### src/rtl/sqrt_mant_iter.sv
// ============================================================================
// Module   : sqrt_mant_iter
// Purpose  : Iterative restoring integer square root, one root bit per clock.
// Revision : 1.0 - initial release
// ============================================================================
`default_nettype none

module sqrt_mant_iter #(
  parameter int WIDTH = 48
) (
  input  logic               clk,
  input  logic               rst_n,
  input  logic               in_valid,
  output logic               in_ready,
  input  logic [WIDTH-1:0]   radicand,
  output logic               out_valid,
  input  logic               out_ready,
  output logic [WIDTH/2-1:0] root,
  output logic [WIDTH/2:0]   remainder,
  output logic               exact
);

  localparam int NR = WIDTH / 2;
  localparam int CW = (NR > 1) ? $clog2(NR) : 1;
  localparam logic [CW-1:0] LAST = CW'(NR - 1);

  localparam logic [1:0] IDLE = 2'd0;
  localparam logic [1:0] CALC = 2'd1;
  localparam logic [1:0] DONE = 2'd2;

  logic [1:0]       state;
  logic [WIDTH-1:0] sh;
  logic [CW-1:0]    cnt;
  logic [NR+1:0]    prem;
  logic [NR-1:0]    proot;

  logic [NR+1:0]    r_sh;
  logic [NR+1:0]    trial;
  logic [NR+2:0]    diff;
  logic             borrow;
  logic [NR+1:0]    next_rem;
  logic [NR-1:0]    next_root;
  logic             unused_bits;

  // Partial remainder stays below 2^NR until the last row, so the top bits
  // of prem never contribute to the shifted remainder.
  assign r_sh      = {prem[NR-1:0], sh[WIDTH-1 -: 2]};
  assign trial     = {proot, 2'b01};
  assign diff      = {1'b0, r_sh} - {1'b0, trial};
  assign borrow    = diff[NR+2];
  assign next_rem  = borrow ? r_sh : diff[NR+1:0];
  assign next_root = {proot[NR-2:0], ~borrow};
  assign unused_bits = ^{prem[NR+1:NR], proot[NR-1]};

  assign in_ready  = (state == IDLE);
  assign out_valid = (state == DONE);

  always_ff @(posedge clk or negedge rst_n) begin
    if (!rst_n) begin
      state     <= IDLE;
      sh        <= '0;
      cnt       <= '0;
      prem      <= '0;
      proot     <= '0;
      root      <= '0;
      remainder <= '0;
      exact     <= 1'b0;
    end else begin
      case (state)
        IDLE: begin
          if (in_valid) begin
            sh    <= radicand;
            prem  <= '0;
            proot <= '0;
            cnt   <= '0;
            state <= CALC;
          end
        end
        CALC: begin
          prem  <= next_rem;
          proot <= next_root;
          sh    <= {sh[WIDTH-3:0], 2'b00};
          cnt   <= cnt + 1'b1;
          if (cnt == LAST) begin
            root      <= next_root;
            remainder <= next_rem[NR:0];
            exact     <= (next_rem == '0);
            state     <= DONE;
          end
        end
        DONE: begin
          if (out_ready) state <= IDLE;
        end
        default: state <= IDLE;
      endcase
    end
  end

endmodule

`default_nettype wire
### config.mk
export PLATFORM = sky130hd
export DESIGN_NAME = sqrt_mant_iter
export DESIGN_NICKNAME = d
export VERILOG_FILES = /design/src/rtl/sqrt_mant_iter.sv
export SDC_FILE = /design/constraint.sdc
export NUM_CORES = 1
export LEC_CHECK = 0
export ABC_AREA = 1
export CAP_MARGIN = 20
export CELL_PAD_IN_SITES_DETAIL_PLACEMENT = 0
export CELL_PAD_IN_SITES_GLOBAL_PLACEMENT = 1
export CORE_ASPECT_RATIO = 1.5
export CORE_MARGIN = 1.5
export CORE_UTILIZATION = 37
export CTS_CLUSTER_SIZE = 20
export DETAILED_ROUTE_END_ITERATION = 8
export HOLD_SLACK_MARGIN = 0.08
export PLACE_DENSITY = 0.74
export SLEW_MARGIN = 20
export SYNTH_ARGS = -nofsm -noshare
export SYNTH_HDL_FRONTEND = slang
export SYNTH_SLANG_ARGS = --single-unit
export TNS_END_PERCENT = 5
### constraint.sdc
create_clock -name clk -period 2 [get_ports clk]
set_input_delay 0.4 -clock clk [delete_from_list [all_inputs] [get_ports clk]]
set_output_delay 0.4 -clock clk [all_outputs]
set_load 0.01 [all_outputs]
-- Word level (Yosys, flattened, before mapping)
Cells that the tools add are included.
Widths: inputs -> output; s select.
- flip-flop bits (word level): 153
- output and inout port bits: 52
- add/sub/neg operators: 2
- eq/ne operators: 6
- multiplexer cells: 13
- bitwise operators: 1
- reduce and logical (&&, ||, !) cells: 6
- operator list (kind ; number):
    $pmux 24 s2 ; 2
    $pmux 48 s2 ; 1
    $mux 24 ; 2
    $mux 48 ; 1
    $sub 26x26->27 ; 1
    $logic_not 26->1 ; 1
    $mux 26 ; 1
    $pmux 5 s2 ; 1
    $mux 2 ; 3
    $pmux 2 s3 ; 1
    $add 5x1->5 const B ; 1
    $eq 5x5->1 const B ; 1
    $mux 5 ; 1
    $ne 2x2->1 const B ; 2
    $reduce_and 2->1 ; 2
    $reduce_and 3->1 ; 1
    $eq 2x1->1 const B ; 1
    $eq 2x2->1 const B ; 1
    $logic_not 2->1 ; 1
    $ne 2x1->1 const B ; 1
    $reduce_bool 2->1 ; 1
    $not 1->1 ; 1

-- Depth between registers and ports, before layout
Gate-level depths: netlist of run 1.
- depth in word-level cells: 3
- gate-level depth with buffers: 20

-- Least setup slack after synthesis of run 1
Ideal clock, no wire load.
- path kind: flip-flop to flip-flop
- start: register prem[7]
- end: register exact
- arrival time: 1975 ps
- data required time: 1935 ps
- path slack: -40 ps
- cell stages (with the launch flop): 20
- period minus slack after synthesis: 2040 ps
- path through: dfrtp_1 -> ha_1 -> nand2_2 -> inv_2 -> nand2_1 -> nand2_2 -> inv_2 -> nand3_2 -> nand2_2 -> nand3_4 -> buf_6 -> nand2_1 -> nand2_1 -> nor2_1 -> nand2_1 -> nor2_1 -> nand2_1 -> nor2_1 -> nand2_1 -> nand2_1
- cells in the longest elaborated chain, start to end: 3
- RTL lines (what ; RTL line ; text):
    start: declaration ; 34 ; logic [NR+1:0] prem;
    start signal: assignment ; 80 ; prem <= next_rem;
    $sub 26x26->27 ; 49 ; assign diff = {1'b0, r_sh} - {1'b0, trial};
    $mux 26 * ; 51 ; assign next_rem = borrow ? r_sh : diff[NR+1:0];
    $logic_not 26->1 * ; 87 ; exact <= (next_rem == '0);
    end signal: assignment ; 87 ;
    end: declaration ; 20 ; output logic exact
Mark *: on every way between the ends. The rest lies on a longest branch, timed or not.
A chain may end at the register's enable or synchronous reset.

-- Worst setup path after layout of run 1
- start: register proot[21]
- end: register exact
- cells in the longest elaborated chain, start to end: 3
- RTL lines (what ; RTL line ; text):
    start: declaration ; 35 ; logic [NR-1:0] proot;
    start signal: assignment ; 81 ; proot <= next_root;
    $sub 26x26->27 ; 49 ;
    $mux 26 ; 51 ;
    $logic_not 26->1 ; 87 ;
Every way passes these cells.

==> results.toml, run 1 <==
[cells_and_area]
n_fill_cell = 2033
n_antenna_cell = 0
nets = 1410
area_growth_pct = 52.3
drive_gt1_frac = 0.321

[worst_hold_path]
hp-class = "input pin to asynchronous set/reset pin"

[synthesis]
syn-num-nets = 1135
synth_cell_types = 37
ys_ff_latch = 153
synth_ff_type = "dfrtp_1"
netlist_area_um2 = 8180
ys_warn_count = 0
syn_inst = 1057
async_reset_ff_frac = 1.00
synth_edf_count = 0
ys_seq_area_frac = 0.468
syn_area_per_cell_um2 = 7.74

[worst_setup_path]
critPathBufInv = 4
cp_data_required_time_ns = 2.38
critical_path_class = "flip-flop to flip-flop"
cp_max_fo = 6
critPathCaptureType = "flip-flop"
critPathMostFrequentCell = "nand2_1"
crit_path_cell_trace = "inv_2, ha_4, nand2_2, nand2_1, inv_1, nor2_1, nor2_1, nand2_2, inv_2, nand3_4, buf_6, nand2_1, nand2_2, nor2_2, nand2_1, nor2_2, nand2_1, nor2_1, nand2_1, nand2_1"
critPathSlowestCell = "dfrtp_1"
path_delay_family = "simple AND/OR/NAND/NOR gates"
max_stage_delay_ns = 0.37
worst_ep_arrival_time_ns = 2.75
startpoint_type = "flip-flop"

[job]
maxCapViolations = 0

[floorplan]
die-area_um2 = 23000
start_util = 0.376
die_h_um = 185
boundaryPins = 104
rows = 66
die_w_um = 124
core_area_um2 = 21700

[global_route]
grt_pass1_vias = 8099
grt_use_total = 0.230
grt_max_degree = 58
overflow = 0
antenna_found_initial = 0
grt_pass1_wl_mm = 41.5

[clock_network]
cts.sinks = 153
numCtsBuffers = 17
cts_buffer_depth = 2
clock_latency_ns = 0.44
htreeDepth = 4
root_buffer = "clkbuf_16"
clkTransAtPathRegs_ns = 0.07
cts_tree = "yes"

[sta]
finalHoldViolations = 0
finalClockSkew_ns = 0.00985
slew_headroom = 0.646
max_freq_mhz = 422
post-route-period-util = 1.18
worst_slew_pin_slew_ns = 0.530
finalCriticalPeriod_ns = 2.37
holdWs_ns = 0.450
slew_viol_final = 0
setup_slack_ns = -0.368
rsz0062_at_grt = "true"
final-setup-viol-count = 51

[drt]
ant_nets = 0
wirelength_mm = 26.1
wl_per_cell_um = 16.1
vias = 8054
viasPerCell = 4.98
drcViolationCount = 0
dr.pass1.iters = 5
drt_iter0_drc = 264

[placement]
gp_congestion = 0.894
port_buffers = 103
dp_hpwl_mm = 19.1

[status]
outcome = "complete, but fails checks"
violations = "negative setup slack"
[cells in the final DEF (no fill, tap or decap), types with 4 or more instances in the layout]
cell             netlist  routed
o21ai_0               75      42
nor2_2                 4      12
clkbuf_16              0      18
buf_4                  2     171
nand2_2               11      55
nand3_1               97      83
nand4_1                5       5
ha_4                   0      24
buf_12                 0       8
o21ai_1                0      13
nor3_1                 5       4
nand3_2                1      14
clkdlybuf4s50_1        0     100
nand2_4                0      15
a22oi_1               42      42
inv_1                125      95
nand3b_1               6       6
buf_6                  3      16
o22ai_1               33      30
dfrtp_1              153     151
nor2_4                 1       6
inv_2                 11      39
o211ai_1               4       4
a21oi_1               17      14
o21ai_2                0      18
nor2_1                43      30
xor2_1                 9       9
nand2_1              328     269
[through the flow]
step | setup TNS, ns | instance area [um^2] | worst slack, ns | cells | utilization
after global routing | -15.84 | 12500 | -0.539 | 1617 | 0.574
final | -9.37 | 12500 | -0.368 | 1617 | 0.574
after CTS | -7.17 | 12000 | -0.403 | 1602 | 0.552
after detailed placement | -14.21 | 10900 | -0.604 | 1561 | 0.501
after global placement | -13.04 | 10900 | -0.583 | 1561 | 0.501
after floorplan | 0 | 8310 | 0.00504 | 1057 | -
[per-layer routing]
layer / global-route usage / up-vias / share of wire
met3: 0.0468 / 45 / 0.040
met1: 0.263 / 3835 / 0.40
met2: 0.421 / 167 / 0.53
met4: 0.0906 / 0 / 0.031
met5: 0 / - / 0
li1: - / 4007 / -
[cells by family (layout without fill, tap and decap cells)]
group / Yosys count / in the layout / share of synthesized area
simple gates: 506 / 506 / 0.262
fa+ha+maj: 26 / 26 / 0.0398
xor+xnor: 10 / 10 / 0.0107
mux: 1 / 1 / 0.00122
compound gates: 178 / 178 / 0.131
flops: 153 / 153 / 0.468
buf+inv: 183 / 471 / 0.0877
[worst reg2reg max path, stage by stage (launching register included)]
cell     delay [ns]
dfrtp_1        0.37
inv_2          0.08
ha_4           0.22
nand2_2        0.06
nand2_1        0.05
inv_1          0.07
nor2_1         0.05
nor2_1         0.12
nand2_2        0.11
inv_2          0.09
nand3_4        0.16
buf_6          0.17
nand2_1        0.10
nand2_2        0.08
nor2_2         0.10
nand2_1        0.07
nor2_2         0.16
nand2_1        0.07
nor2_1         0.09
nand2_1        0.06
nand2_1        0.05
[sequential cells by signal (all words and copies together) (netlist names)]
register,flops
proot,24
prem,24
sh,48
cnt,5
remainder,25
root,24
state,2
exact,1
[cell usage after synthesis (2+ instances only)]
master / instances / area share
o31ai_1: 2 / 0.0018
inv_1: 125 / 0.057
o211ai_1: 4 / 0.0037
o21ai_0: 75 / 0.046
a21oi_1: 17 / 0.010
buf_4: 2 / 0.0018
nand2_1: 328 / 0.15
a22oi_1: 42 / 0.039
nor2_2: 4 / 0.0031
nand4_1: 5 / 0.0038
nand3b_1: 6 / 0.0055
clkbuf_1: 37 / 0.017
inv_2: 11 / 0.0050
ha_1: 26 / 0.040
nor2_1: 43 / 0.020
nand3_1: 97 / 0.059
clkinv_1: 2 / 0.00092
o21bai_1: 2 / 0.0018
nor3_1: 5 / 0.0031
xor2_1: 9 / 0.0096
dfrtp_1: 153 / 0.47
buf_6: 3 / 0.0041
nand2_2: 11 / 0.0084
o22ai_1: 33 / 0.025
buf_1: 3 / 0.0014
[path summary, 6_finish.rpt]
path / from / endpoint / slack (ns) / cells after the start
max: proot[21] / exact / -0.37 / 20
min: rst_n / root[20] / 0.45 / 2
max reg2reg: proot[21] / exact / -0.37 / 20
min reg2reg: cnt[4] / cnt[4] / 0.48 / 1
max in group asynchronous: rst_n / prem[12] / 0.94 / 3
min in group clk: cnt[4] / cnt[4] / 0.48 / 1
[cell type report]
cell class / count / area, um^2 / share of cell area
timing repair buffer: 301 / 2710 / 0.217
tap: 272 / 340 / 0.0273
clock inverter: 13 / 168 / 0.0135
inverter: 138 / 533 / 0.0428
multi-input combinational: 721 / 4430 / 0.356
clock buffer: 19 / 443 / 0.0356
sequential: 153 / 3830 / 0.308
[what timing repair did]
item	in CTS	in global routing
buffers inserted	8	13
cloned	0	2
hold buffers	1	0
pin swaps	14	44
gates resized for setup	143	103
endpoints found under the setup margin	54	51
endpoints found under the hold margin	36	0
Power of run 1 is left out: the tool's default activity adds up to more than one toggle a clock period on the data nets, which glitch-free logic cannot reach.
==> run 2: changes to the inputs <==
--- a/config.mk
+++ b/config.mk
@@ -7,7 +7,7 @@
 export LEC_CHECK = 0
 export ABC_AREA = 1
 export CAP_MARGIN = 20
-export CELL_PAD_IN_SITES_DETAIL_PLACEMENT = 0
+export CELL_PAD_IN_SITES_DETAIL_PLACEMENT = 1
 export CELL_PAD_IN_SITES_GLOBAL_PLACEMENT = 1
 export CORE_ASPECT_RATIO = 1.5
 export CORE_MARGIN = 1.5
==> results.toml, run 2 (same netlist as run 1, synthesis figures left out) <==
[status]
outcome = "complete, but fails checks"
violations = "negative setup slack"

[drt]
ant_nets = 0
dr.pass1.iters = 5
drcViolationCount = 0
viasPerCell = 5.16
vias = 8326
wirelength_mm = 29.2
wl_per_cell_um = 18.1
drt_iter0_drc = 311

[cells_and_area]
n_fill_cell = 2574
finish.utilization = 0.566
final_cell_mix = "nand2_1 (271), buf_4 (176), dfrtp_1 (153)"
largest_reg_flops = 48
top_regs = "sh x48, remainder x25"
regArea_um2 = 3830
drive_gt1_frac = 0.311
final_common_cell = "nand2_1"
nets = 1408
top_register = "sh"
multi_input_area_um2 = 4320
area_growth_pct = 50.3
n_antenna_cell = 0

[sta]
worst_slew_pin_slew_ns = 0.525
final-setup-viol-count = 52
max_freq_mhz = 407
tns_ns = -12.37
slew_viol_final = 0
finalCriticalPeriod_ns = 2.46
rsz0062_at_grt = "true"
slew_headroom = 0.650
post-route-period-util = 1.23
setup_slack_ns = -0.460
finalHoldViolations = 0
finalClockSkew_ns = 0.00988

[clock_network]
clock_latency_ns = 0.45
cts_tree = "yes"
clkTransAtPathRegs_ns = 0.06
root_buffer = "clkbuf_16"
htreeDepth = 4
numCtsBuffers = 17
cts_buffer_depth = 2
cts.sinks = 153

[global_route]
overflow = 0
grt_use_total = 0.255
antenna_found_initial = 0
grt_max_degree = 58
grt_pass1_wl_mm = 45.8
grt_pass1_vias = 8940

[worst_setup_path]
cp_max_fo = 8
worst_ep_arrival_time_ns = 2.85
critPathCaptureType = "flip-flop"
cp_data_required_time_ns = 2.39
startpoint_type = "flip-flop"
critical_path_class = "flip-flop to flip-flop"

[floorplan]
start_util = 0.376
die-area_um2 = 23000
boundaryPins = 104
rows = 66
die_w_um = 124
die_h_um = 185
core_area_um2 = 21700

[placement]
dp_hpwl_mm = 21.2
gp_congestion = 0.894
port_buffers = 103

[worst_hold_path]
hp-class = "input pin to asynchronous set/reset pin"

[job]
maxCapViolations = 0
-- run 2: cell types whose count changed in the layout (fill, tap and decap cells not counted), sizes merged --
cell,delta
buf,-2
clkinv,+1
clkbuf,-1
clkinvlp,+1
clkdlybuf4s50,+1
inv,-1
dlygate4sd2,-1
-- run 2: worst max-delay path, stage by stage (launching register included) --
cell	delay [ns]
dfrtp_1	0.37
inv_2	0.08
ha_4	0.22
nand2_1	0.09
nand2_2	0.07
nand2_1	0.09
nand2_2	0.08
nand2_1	0.08
nand2_2	0.07
nand2_2	0.08
nand3_4	0.21
buf_12	0.23
nand2_4	0.05
nand2_2	0.05
nor2_1	0.11
nand2_1	0.10
nor2_4	0.13
nand2_1	0.06
nor2_1	0.11
nand2_1	0.06
nand2_1	0.05
-- run 2: path summary, 6_finish.rpt --
kind | startpoint | endpoint | slack [ns] | cells past startpoint
max | proot[9] | exact | -0.46 | 20
min | rst_n | root[19] | 0.43 | 2
max reg2reg | proot[9] | exact | -0.46 | 20
min reg2reg | root[1] | root[1] | 0.48 | 2
max in group asynchronous | rst_n | prem[1] | 0.93 | 3
min in group clk | root[1] | root[1] | 0.48 | 2
-- run 2: routing by layer --
| layer | vias to the layer above | track usage | share of wire | wire length (um) |
|---|---|---|---|---|
| li1 | 3987 | - | - | - |
| met2 | 177 | 0.473 | 0.53 | 15600 |
| met3 | 60 | 0.0358 | 0.033 | 953 |
| met1 | 4102 | 0.280 | 0.39 | 11400 |
| met4 | 0 | 0.139 | 0.043 | 1250 |
| met5 | - | 0 | 0 | 0 |
-- run 2: through the flow --
| step | hold slack [ns] | cell area (um^2) | setup slack, ns | cells |
|---|---|---|---|---|
| 6_report | 0.433 | 12300 | -0.460 | 1615 |
| 5_1_grt | 0.480 | 12300 | -0.557 | 1615 |
| 4_1_cts | 0.440 | 11800 | -0.421 | 1600 |
| 3_5_place_dp | 0.352 | 10900 | -0.633 | 1561 |
| 3_3_place_gp | 0.344 | 10900 | -0.583 | 1561 |
| 2_1_floorplan | 0.104 | 8310 | 0.00504 | 1057 |
-- run 2: area by class of cell --
class	count	area share
inverter	138	0.0436
tap	272	0.0277
multi-input combinational	721	0.352
sequential	153	0.311
clock buffer	18	0.0357
timing repair buffer	299	0.216
clock inverter	14	0.0139
-- run 2: what timing repair did --
item,in CTS,in global routing
setup buffers,6,14
hold buffers,1,0
hold endpoints to repair,36,0
setup endpoints to repair,54,52
cloned,0,1
pin swaps,11,34
gates resized for setup,92,126
Power of run 2 is left out for the same reason.
